**config.mk**
```make
export PLATFORM = sky130hd
export DESIGN_NAME = mod12_load_scheduler
export DESIGN_NICKNAME = d
export VERILOG_FILES = /design/src/rtl/mod12_load_scheduler_pkg.sv /design/src/rtl/rr_arbiter2.sv /design/src/rtl/mod12_load_scheduler.sv
export SDC_FILE = /design/constraint.sdc
export NUM_CORES = 1
export LEC_CHECK = 0
export CAP_MARGIN = 40
export CORE_UTILIZATION = 35
export CTS_CLUSTER_DIAMETER = 120
export CTS_CLUSTER_SIZE = 16
export DETAILED_ROUTE_END_ITERATION = 8
export MAX_ROUTING_LAYER = met4
export PLACE_DENSITY = 0.61
export SETUP_SLACK_MARGIN = 0.15
export SLEW_MARGIN = 20
export SYNTH_ARGS = -nofsm -noshare
export SYNTH_HDL_FRONTEND = slang
export SYNTH_SLANG_ARGS = --single-unit
export TNS_END_PERCENT = 10
```
**constraint.sdc**
```tcl
create_clock -name clk -period 2.6 [get_ports clk]
set_input_delay 0.52 -clock clk [delete_from_list [all_inputs] [get_ports clk]]
set_output_delay 0.52 -clock clk [all_outputs]
set_load 0.1 [all_outputs]
```
**src/rtl/mod12_load_scheduler_pkg.sv**
```systemverilog
// mod12_load_scheduler_pkg: shared FSM encoding and default sizing for the load scheduler
package mod12_load_scheduler_pkg;
    localparam int W_DEF   = 4;
    localparam int MOD_DEF = 12;
    typedef enum logic [1:0] {IDLE, ISSUE, VERIFY, DONE} state_e;
endpackage

```
**src/rtl/rr_arbiter2.sv**
```systemverilog
// rr_arbiter2: two-input round-robin grant; last pointer favours requester 0 out of reset
module rr_arbiter2 (
    input  logic       clk,
    input  logic       rst,
    input  logic [1:0] req_i,
    input  logic       en_i,
    output logic       gnt_o
);
    logic last_q;
    assign gnt_o = &req_i ? ~last_q : req_i[1];
    always_ff @(posedge clk or negedge rst)
        if (!rst) last_q <= 1'b1;
        else if (en_i) last_q <= gnt_o;
endmodule

```
**src/rtl/mod12_load_scheduler.sv**
```systemverilog
// mod12_load_scheduler: arbitrates two requesters onto the counter load port and verifies each load
module mod12_load_scheduler
    import mod12_load_scheduler_pkg::*;
#(
    parameter int W   = W_DEF,
    parameter int MOD = MOD_DEF
) (
    input  logic         clk,
    input  logic         rst,
    input  logic [1:0]   req,
    input  logic [W-1:0] preset0,
    input  logic [W-1:0] preset1,
    input  logic [W-1:0] q,
    output logic         load,
    output logic [W-1:0] I,
    output logic [1:0]   ack,
    output logic [1:0]   err,
    output logic         busy,
    output logic         tc
);
    localparam logic [W-1:0] TOP = W'(MOD - 1);
    state_e       state_q;
    logic [W-1:0] pre_q, i_q, pre_d;
    logic         gnt_q, load_q, gnt;
    logic [1:0]   ack_q, err_q;
    assign pre_d = gnt ? preset1 : preset0;
    rr_arbiter2 u_arb (
        .clk  (clk),
        .rst  (rst),
        .req_i(req),
        .en_i (state_q == IDLE && |req),
        .gnt_o(gnt)
    );
    always_ff @(posedge clk or negedge rst)
        if (!rst) begin
            state_q <= IDLE;
            pre_q   <= '0;
            gnt_q   <= 1'b0;
            load_q  <= 1'b0;
            i_q     <= '0;
            ack_q   <= 2'b00;
            err_q   <= 2'b00;
        end else begin
            load_q <= 1'b0;
            ack_q  <= 2'b00;
            err_q  <= 2'b00;
            case (state_q)
                IDLE: if (|req) begin
                    pre_q <= pre_d;
                    gnt_q <= gnt;
                    if (pre_d <= TOP) begin
                        state_q <= ISSUE;
                        load_q  <= 1'b1;
                        i_q     <= pre_d;
                    end else begin
                        // out-of-range preset completes at once without touching the counter
                        state_q <= DONE;
                        ack_q   <= 2'b01 << gnt;
                        err_q   <= 2'b01 << gnt;
                    end
                end
                ISSUE: state_q <= VERIFY;
                VERIFY: begin
                    state_q <= DONE;
                    ack_q   <= 2'b01 << gnt_q;
                    err_q   <= (q != pre_q) ? 2'b01 << gnt_q : 2'b00;
                end
                default: state_q <= IDLE;
            endcase
        end
    assign load = load_q;
    assign I    = i_q;
    assign ack  = ack_q;
    assign err  = err_q;
    assign busy = state_q != IDLE;
    assign tc   = q == TOP;
endmodule

```
# Word-level counts from Yosys, hierarchy flattened
# Index checks and enable logic that the tools add are counted.
# W data, S select, Z words.
[word_totals]
word_cells = 37
output_inout_bits = 11
regBits = 17
[op_classes]
n_eq_ne = 5
n_shift = 2
n_bitwise = 1
reduce_logical = 7
mux = 13
n_lt_le_gt_ge = 1
[op_table]
columns = ["operator", "n"]
rows = [
  ["$mux W2", 5],
  ["$pmux W2 S2", 2],
  ["$pmux W2 S3", 1],
  ["$eq A4 B4 Y1 const B", 1],
  ["$le A4 B4 Y1 const B", 1],
  ["$mux W1", 4],
  ["$mux W4", 1],
  ["$ne A4 B4 Y1", 1],
  ["$reduce_and A2 Y1", 2],
  ["$shl A1 B1 Y2 const A", 2],
  ["$reduce_and A3 Y1", 1],
  ["$eq A2 B1 Y1 const B", 1],
  ["$eq A2 B2 Y1 const B", 1],
  ["$logic_not A2 Y1", 1],
  ["$ne A2 B1 Y1 const B", 1],
  ["$reduce_bool A2 Y1", 1],
  ["$reduce_or A2 Y1", 1],
  ["$logic_and A1 B1 Y1", 1],
  ["$not A1 Y1", 1],
]

# Logic depth before layout (Yosys ltp)
# Gate-level depths: netlist of run 1.
[depth]
depth_word = 7
mapped_depth = 6

# Modules after synthesis
# A second synthesis of run 1 with hierarchy kept.
[unflattened]
cells_unflattened = 79
hier_area_um2 = 868.3
[by_module_without_submodules]
columns = ["module", "cells_each", "n_inst", "seq_area_each_um2", "area_each_um2"]
rows = [
  ["mod12_load_scheduler", 76, 1, 400.4, 815.8],
  ["rr_arbiter2", 3, 1, 26.3, 52.6],
]

# Least setup slack after synthesis of run 1
# OpenSTA, ideal clock, no wires.
[synth_path]
kind = "input to output"
from = "in q[2]"
to = "out tc"
slack_ns = 0.684
path_stages = 1
t_arrival_ns = 1.396
n_path_buf = 0
cell_sequence = "and4b_1"
[synth_between]
elab_chain_len = 1
[synth_lines]
columns = ["element", "line", "text"]
rows = [
  ["from (decl)", "mod12_load_scheduler.sv:13", "input logic [W-1:0] q,"],
  ["$eq A4 B4 Y1", "mod12_load_scheduler.sv:76", "assign tc = q == TOP;"],
  ["to (decl)", "mod12_load_scheduler.sv:19", "output logic tc"],
]
# No other way between the ends.

# Worst setup path after layout of run 1
[layout_path]
from = "in req[1]"
to = "reg i_q[1], in the netlist I[1]"
[layout_between]
elab_chain_len = 5
[layout_lines]
columns = ["element", "line", "text"]
rows = [
  ["from (decl)", "mod12_load_scheduler.sv:10", "input logic [1:0] req,"],
  ["$reduce_and A2 Y1", "rr_arbiter2.sv:10", "assign gnt_o = &req_i ? ~last_q : req_i[1];"],
  ["$mux W1", "rr_arbiter2.sv:10", ""],
  ["$mux W4", "mod12_load_scheduler.sv:26", "assign pre_d = gnt ? preset1 : preset0;"],
  ["$le A4 B4 Y1", "mod12_load_scheduler.sv:51", "if (pre_d <= TOP) begin"],
  ["$reduce_and A3 Y1 (no line)", "--", ""],
  ["to (signal assigned)", "mod12_load_scheduler.sv:54", "i_q <= pre_d;"],
  ["to (decl)", "mod12_load_scheduler.sv:23", "logic [W-1:0] pre_q, i_q, pre_d;"],
]
# Parallel ways exist; a longest one is shown, timed or not.
# A chain may end at the register's enable or synchronous reset.

==> results of run 1 <==
[sequential cells by signal (all words and copies together), names as in the netlist]
signal / cells
state_q: 2
I: 4
pre_q: 4
u_arb.last_q: 1
load: 1
gnt_q: 1
err: 2
ack: 2
[placed cells by master, fill, tap and decap left out, drive strengths merged, types with 2 or more instances in the layout]
cell type and count:
clkbuf 4, a21oi 4, mux2 2, nand3b 2, nand2 11, ha 3, xor2 4, o22ai 4
mux2i 4, clkdlybuf4s50 15, or3 2, inv 4, buf 12, o21ai 6, or2 2, dfrtp 16
nor3 3, nor2 7, nand2b 2, a221oi 2
[layout make-up]
type / count / area (µm²) / share of cell area [%]
Tap cell: 30 / 37.5 / 2.99
Timing Repair Buffer: 27 / 260 / 20.7
Inverter: 4 / 15.0 / 1.20
Sequential cell: 17 / 427 / 34.0
Clock buffer: 4 / 26.3 / 2.09
Multi-Input combinational cell: 71 / 489 / 39.0
[metal layers]
metal	vias to the layer above	GRT usage [%]	part of all wire [%]
li1	401	-	-
met1	368	24.0	50
met2	17	28.4	45
met3	2	2.54	3.1
met4	0	6.41	0.92
met5	-	-	0
[final timing paths]
path / start / to / slack [ns] / cells past startpoint
max: req[1] / I[1] / 0.62 / 4
min: rst / err[1] / 0.40 / 1
max reg2reg: state_q[0] / I[3] / 0.81 / 5
min reg2reg: gnt_q / gnt_q / 0.51 / 2
max in group asynchronous: rst / u_arb.last_q / 1.80 / 2
min in group clk: gnt_q / gnt_q / 0.51 / 2
[cell families (layout without fill, tap and decap cells)]
| kind of cell | count (synthesis) | in the layout | synth area share, % |
|---|---|---|---|
| mux | 6 | 6 | 6.59 |
| xor+xnor | 4 | 4 | 3.69 |
| buf+inv | 6 | 35 | 3.56 |
| simple gates | 34 | 34 | 18.8 |
| flops | 17 | 17 | 44.9 |
| compound gates | 24 | 24 | 18.4 |
| fa+ha+maj | 3 | 3 | 3.95 |
[per-stage QoR]
| stage | util (%) | hold slack (ns) | cells |
|---|---|---|---|
| after floorplan | - | 0.224 | 94 |
| after global placement | 48.1 | 0.473 | 148 |
| after detailed placement | 48.1 | 0.487 | 148 |
| after CTS | 49.2 | 0.512 | 152 |
| after global routing | 49.8 | 0.376 | 153 |
| final | 49.8 | 0.397 | 153 |
[critical path, stage by stage]
cell	delay, ns
clkdlybuf4s50_1	0.61
a21boi_4	0.39
mux2_2	0.38
a221oi_1	0.27
==> load_flow_metrics.sql, run 1 <==
INSERT INTO impl_metrics (metric_group, metric, value, unit) VALUES
('synth', 'ys_ff_latch', '17', ''),
('timing', 'final_max_slew_viol_count', '0', ''),
('grt', 'grt.total_usage', '18.2', '%'),
('critical_path', 'worst_setup_path_end_kind', 'flip-flop', ''),
('placed_design', 'place_worst_setup_slack', '0.312', 'ns'),
('timing', 'setup-tns-final', '0', 'ns'),
('routing', 'ratio_of_routed_vias_to_standard_cells', '5.15', ''),
('floorplan', 'fp.dieH', '54.1', 'µm'),
('finish', 'areaGrowthSynthToFinish', '32.1', '%'),
('synth', 'commonest_cells_in_the_synthesized_netlist', 'dfrtp_1 (16), nand2_1 (11), nor2_1 (7)', ''),
('synth', 'syn-cell-area', '950', 'µm²'),
('timing', 'relSlewSlack', '62.9', '%'),
('timing', 'timing.fmax', '505', 'MHz'),
('routing', 'postRouteAntennaNets', '0', ''),
('grt', 'grt_overflow', '0', ''),
('synth', 'synthTopCellsByArea', 'dfrtp_1 (42%), nand2_1 (4.3%), mux2i_1 (4.2%)', ''),
('timing', 'final_critical_path_setup_slack', '0.620', 'ns'),
('critical_path', 'worstSetupStartpointType', 'input port', ''),
('critical_path', 'critical_path.max_fanout', '9', ''),
('timing', 'fin_crit_sh', '76.2', '%'),
('cts', 'clkSlewWorstSetupHoldPaths', '0.10', 'ns'),
('floorplan', 'design.portCount', '27', ''),
('grt', 'antenna_found_initial', '0', ''),
('grt', 'grt_start_max_net_pins', '18', ''),
('synth', 'yosys_warnings', '0', ''),
('synth', 'post_synth_inst_count', '94', ''),
('min_path', 'worstHoldPathType', 'in2async', ''),
('floorplan', 'core.rowCount', '18', ''),
('synth', 'synth_flop_cell', 'dfrtp_1', ''),
('run_status', 'run_status', 'complete, no violations', ''),
('finish', 'insertedDiodeCount', '0', ''),
('cts', 'cts_made_buffers', '3', ''),
('cts', 'clk-insertion-delay-late', '0.29', 'ns'),
('cts', 'post-cts-setup-buffers', '0', ''),
('routing', 'first_pass_iters', '4', ''),
('finish', 'drive_above_1_share', '20.3', '%'),
('placed_design', 'dpl-instance-area', '1210', 'µm²'),
('synth', 'avgSynthCellArea', '10.1', 'µm²'),
('finish', 'fin_nets', '143', ''),
('timing', 'finalCriticalPeriod', '1.98', 'ns'),
('cts', 'root_buffer', 'clkbuf_4', ''),
('placed_design', 'dp_hpwl', '1660', 'µm'),
('critical_path', 'cp.required', '2.79', 'ns'),
('placed_design', 'placement.io_buffers', '26', ''),
('floorplan', 'design.die.area', '2930', 'µm²'),
('routing', 'initialDrtViolationCount', '14', ''),
('cts', 'cts-hold-fix-buffers', '0', ''),
('timing', 'hold_viol_final', '0', ''),
('floorplan', 'floorplan.core_area', '2520', 'µm²'),
('timing', 'worstMarginPinSlew', '0.551', 'ns'),
('synth', 'asyncSetResetFlopFracSynth', '100', '%'),
('routing', 'total_via_count_after_detailed_routing', '788', ''),
('routing', 'route.final.wire_length', '2190', 'µm'),
('timing', 'fin_worst_skew', '0.00160', 'ns'),
('grt', 'via_count_of_the_first_global_routing_pass', '812', ''),
('cts', 'cts_num_sinks', '17', ''),
('cts', 'number_of_h_tree_levels', '1', ''),
('synth', 'synth_seq_area_share', '44.9', '%'),
('timing', 'number_of_failing_setup_endpoints_in_the_final_timing_report', '0', ''),
('cts', 'ctsLongestPathBuffers', '2', ''),
('synth', 'yosys.area.top_type', 'dfrtp_1', ''),
('placed_design', 'gp_congestion', '0.796', ''),
('routing', 'drc', '0', ''),
('timing', 'setup_repair_after_global_routing_missed_its_margin', 'false', ''),
('cts', 'cts_resized', '0', ''),
('floorplan', 'chipWidth', '54.1', 'µm'),
('cts', 'tritoncts', 'built', ''),
('synth', 'net_count_synth', '113', ''),
('floorplan', 'effective_utilization_at_floorplan', '37.6', '%'),
('synth', 'post-synth-top-area-fraction', '42.2', '%'),
('critical_path', 'timing_worst_setup_path_type', 'in2reg', ''),
('synth', 'synth.most_common_cell', 'dfrtp_1', ''),
('critical_path', 'arrival', '2.17', 'ns'),
('routing', 'detail_route.wl_per_cell', '14.3', 'µm'),
('flow_run', 'max-cap-violations', '0', ''),
('grt', 'first_pass_grt_wire_length', '3640', 'µm'),
('finish', 'layout.filler_cells', '244', ''),
('synth', 'synth_edf_count', '0', ''),
('finish', 'final_non_filler_cell_area', '1250', 'µm²'),
('synth', 'synth_cell_type_count', '34', '');
Power of run 1 is left out: the tool's default activity adds up to more than one toggle a clock period on the data nets, which glitch-free logic cannot reach.
==> inputs of run 2 (changes only) <==
==> constraint.sdc (replaced) <==
create_clock -name clk -period 2.05 [get_ports clk]
set_input_delay 0.41 -clock clk [delete_from_list [all_inputs] [get_ports clk]]
set_output_delay 0.41 -clock clk [all_outputs]
set_load 0.1 [all_outputs]
==> load_flow_metrics.sql, run 2 (synthesis results as in run 1) <==
INSERT INTO impl_metrics (metric_group, metric, value, unit) VALUES
('routing', 'initialDrtViolationCount', '28', ''),
('routing', 'postRouteAntennaNets', '0', ''),
('cts', 'clkSlewWorstSetupHoldPaths', '0.11', 'ns'),
('placed_design', 'post-place-cells', '155', ''),
('critical_path', 'worstPathBufferInverterCount', '4', ''),
('critical_path', 'cp.required', '1.64', 'ns'),
('critical_path', 'r2r-start', 'state_q[0]', ''),
('critical_path', 'critical_path.max_fanout', '7', ''),
('flow_run', 'max-cap-violations', '0', ''),
('critical_path', 'cp_cell_sequence', 'inv_1, ha_4, buf_4, inv_1, buf_12', ''),
('timing', 'setup-tns-final', '0', 'ns'),
('critical_path', 'r2r.worst_path.cells', '5', ''),
('grt', 'first_pass_grt_wire_length', '3560', 'µm'),
('cts', 'ctsLongestPathBuffers', '2', ''),
('run_status', 'run_status', 'complete, no violations', ''),
('finish', 'drive_above_1_share', '25.6', '%'),
('floorplan', 'fp.dieH', '54.1', 'µm'),
('grt', 'antenna_found_initial', '0', ''),
('routing', 'first_pass_iters', '4', ''),
('routing', 'drc', '0', ''),
('timing', 'relSlewSlack', '73.2', '%'),
('critical_path', 'crit_path_frequent_cell', 'inv_1', ''),
('routing', 'ratio_of_routed_vias_to_standard_cells', '5.16', ''),
('critical_path', 'cp_slowest_stage_delay', '0.42', 'ns'),
('routing', 'route.final.wire_length', '2180', 'µm'),
('grt', 'grt_overflow', '0', ''),
('critical_path', 'arrival', '1.41', 'ns'),
('cts', 'tritoncts', 'built', ''),
('critical_path', 'worst_setup_path_end_kind', 'output pin', ''),
('grt', 'grt.total_usage', '18.0', '%'),
('timing', 'number_of_failing_setup_endpoints_in_the_final_timing_report', '0', ''),
('critical_path', 'cp_slowest_cell', 'dfrtp_1', ''),
('grt', 'grt_start_max_net_pins', '18', ''),
('floorplan', 'chipWidth', '54.1', 'µm'),
('placed_design', 'placement.io_buffers', '26', ''),
('critical_path', 'timing_worst_setup_path_type', 'reg2out', ''),
('routing', 'detail_route.wl_per_cell', '13.7', 'µm'),
('placed_design', 'dp_hpwl', '1700', 'µm'),
('timing', 'finalCriticalPeriod', '1.82', 'ns'),
('timing', 'hold_viol_final', '0', ''),
('timing', 'setup_repair_after_global_routing_missed_its_margin', 'false', ''),
('finish', 'layout.cells.most_common_list', 'dfrtp_1 (16), buf_4 (16), clkdlybuf4s50_1 (15)', ''),
('finish', 'final_non_filler_cell_area', '1320', 'µm²'),
('timing', 'fin_crit_sh', '88.6', '%'),
('timing', 'timing.fmax', '551', 'MHz'),
('finish', 'areaGrowthSynthToFinish', '38.9', '%'),
('floorplan', 'effective_utilization_at_floorplan', '37.6', '%'),
('cts', 'number_of_h_tree_levels', '1', ''),
('cts', 'cts_made_buffers', '3', ''),
('finish', 'fin_util', '52.3', '%'),
('cts', 'root_buffer', 'clkbuf_4', ''),
('floorplan', 'design.portCount', '27', ''),
('finish', 'fin_nets', '149', ''),
('min_path', 'worstHoldPathType', 'in2async', ''),
('finish', 'finalNonFillerCells', '159', ''),
('critical_path', 'worstSetupStartpointType', 'flip-flop', ''),
('floorplan', 'floorplan.core_area', '2520', 'µm²'),
('cts', 'post-cts-setup-buffers', '0', ''),
('routing', 'total_via_count_after_detailed_routing', '820', ''),
('floorplan', 'core.rowCount', '18', ''),
('critical_path', 'critical_register_to_register_path_endpoint', 'I[3]', ''),
('critical_path', 'setup.reg_to_reg.worst_slack', '0.41', 'ns'),
('floorplan', 'design.die.area', '2930', 'µm²'),
('timing', 'worstMarginPinSlew', '0.398', 'ns'),
('placed_design', 'dpl-instance-area', '1280', 'µm²'),
('cts', 'cts_num_sinks', '17', ''),
('grt', 'via_count_of_the_first_global_routing_pass', '786', ''),
('critical_path', 'path_delay_family', 'buffers and inverters', ''),
('cts', 'clk-insertion-delay-late', '0.29', 'ns'),
('timing', 'fin_worst_skew', '0.00711', 'ns'),
('placed_design', 'gp_congestion', '0.792', ''),
('finish', 'insertedDiodeCount', '0', ''),
('timing', 'final_max_slew_viol_count', '0', '');
[run 2: changes by cell type in the layout (fill, tap and decap cells not counted), sizes merged]
cell | previous run | this run
clkbuf | 4 | 3
clkinv | 0 | 1
buf | 12 | 18
[run 2: area by class of cell]
type,instances,area (µm²)
Clock buffer,3,22.5
Clock inverter,1,5.00
Fill cell,235,1200
Inverter,4,15.0
Multi-Input combinational cell,71,502
Sequential cell,17,427
Tap cell,30,37.5
Timing Repair Buffer,33,310
[run 2: how the worst max path moves through the flow]
stage,cells after the start,end,slack [ns],startpoint
global route,5,busy,0.17,state_q[0]
floorplan,4,busy,0.33,state_q[1]
CTS,5,busy,0.18,state_q[0]
detailed placement,4,I[1],0.07,req[1]
finish,5,busy,0.23,state_q[1]
global placement,4,I[1],0.11,req[1]
[run 2: through the flow]
step / setup WS (ns) / hold WS, ns
floorplan: 0.327 / 0.114
global placement: 0.111 / 0.471
detailed placement: 0.0718 / 0.490
CTS: 0.183 / 0.432
global route: 0.166 / 0.431
finish: 0.234 / 0.428
[run 2: timing repair]
action	CTS	global route
endpoints found under the setup margin	0	1
endpoints found under the hold margin	0	0
gates resized for setup	0	2
hold buffers	0	0
[run 2: routing by layer]
| layer | routed length, µm | GRT usage, % |
|---|---|---|
| met1 | 1020 | 24.0 |
| met5 | 0 | - |
| met4 | 21 | 6.41 |
| met3 | 118 | 3.39 |
| met2 | 1020 | 27.2 |
Power of run 2 is left out for the same reason.
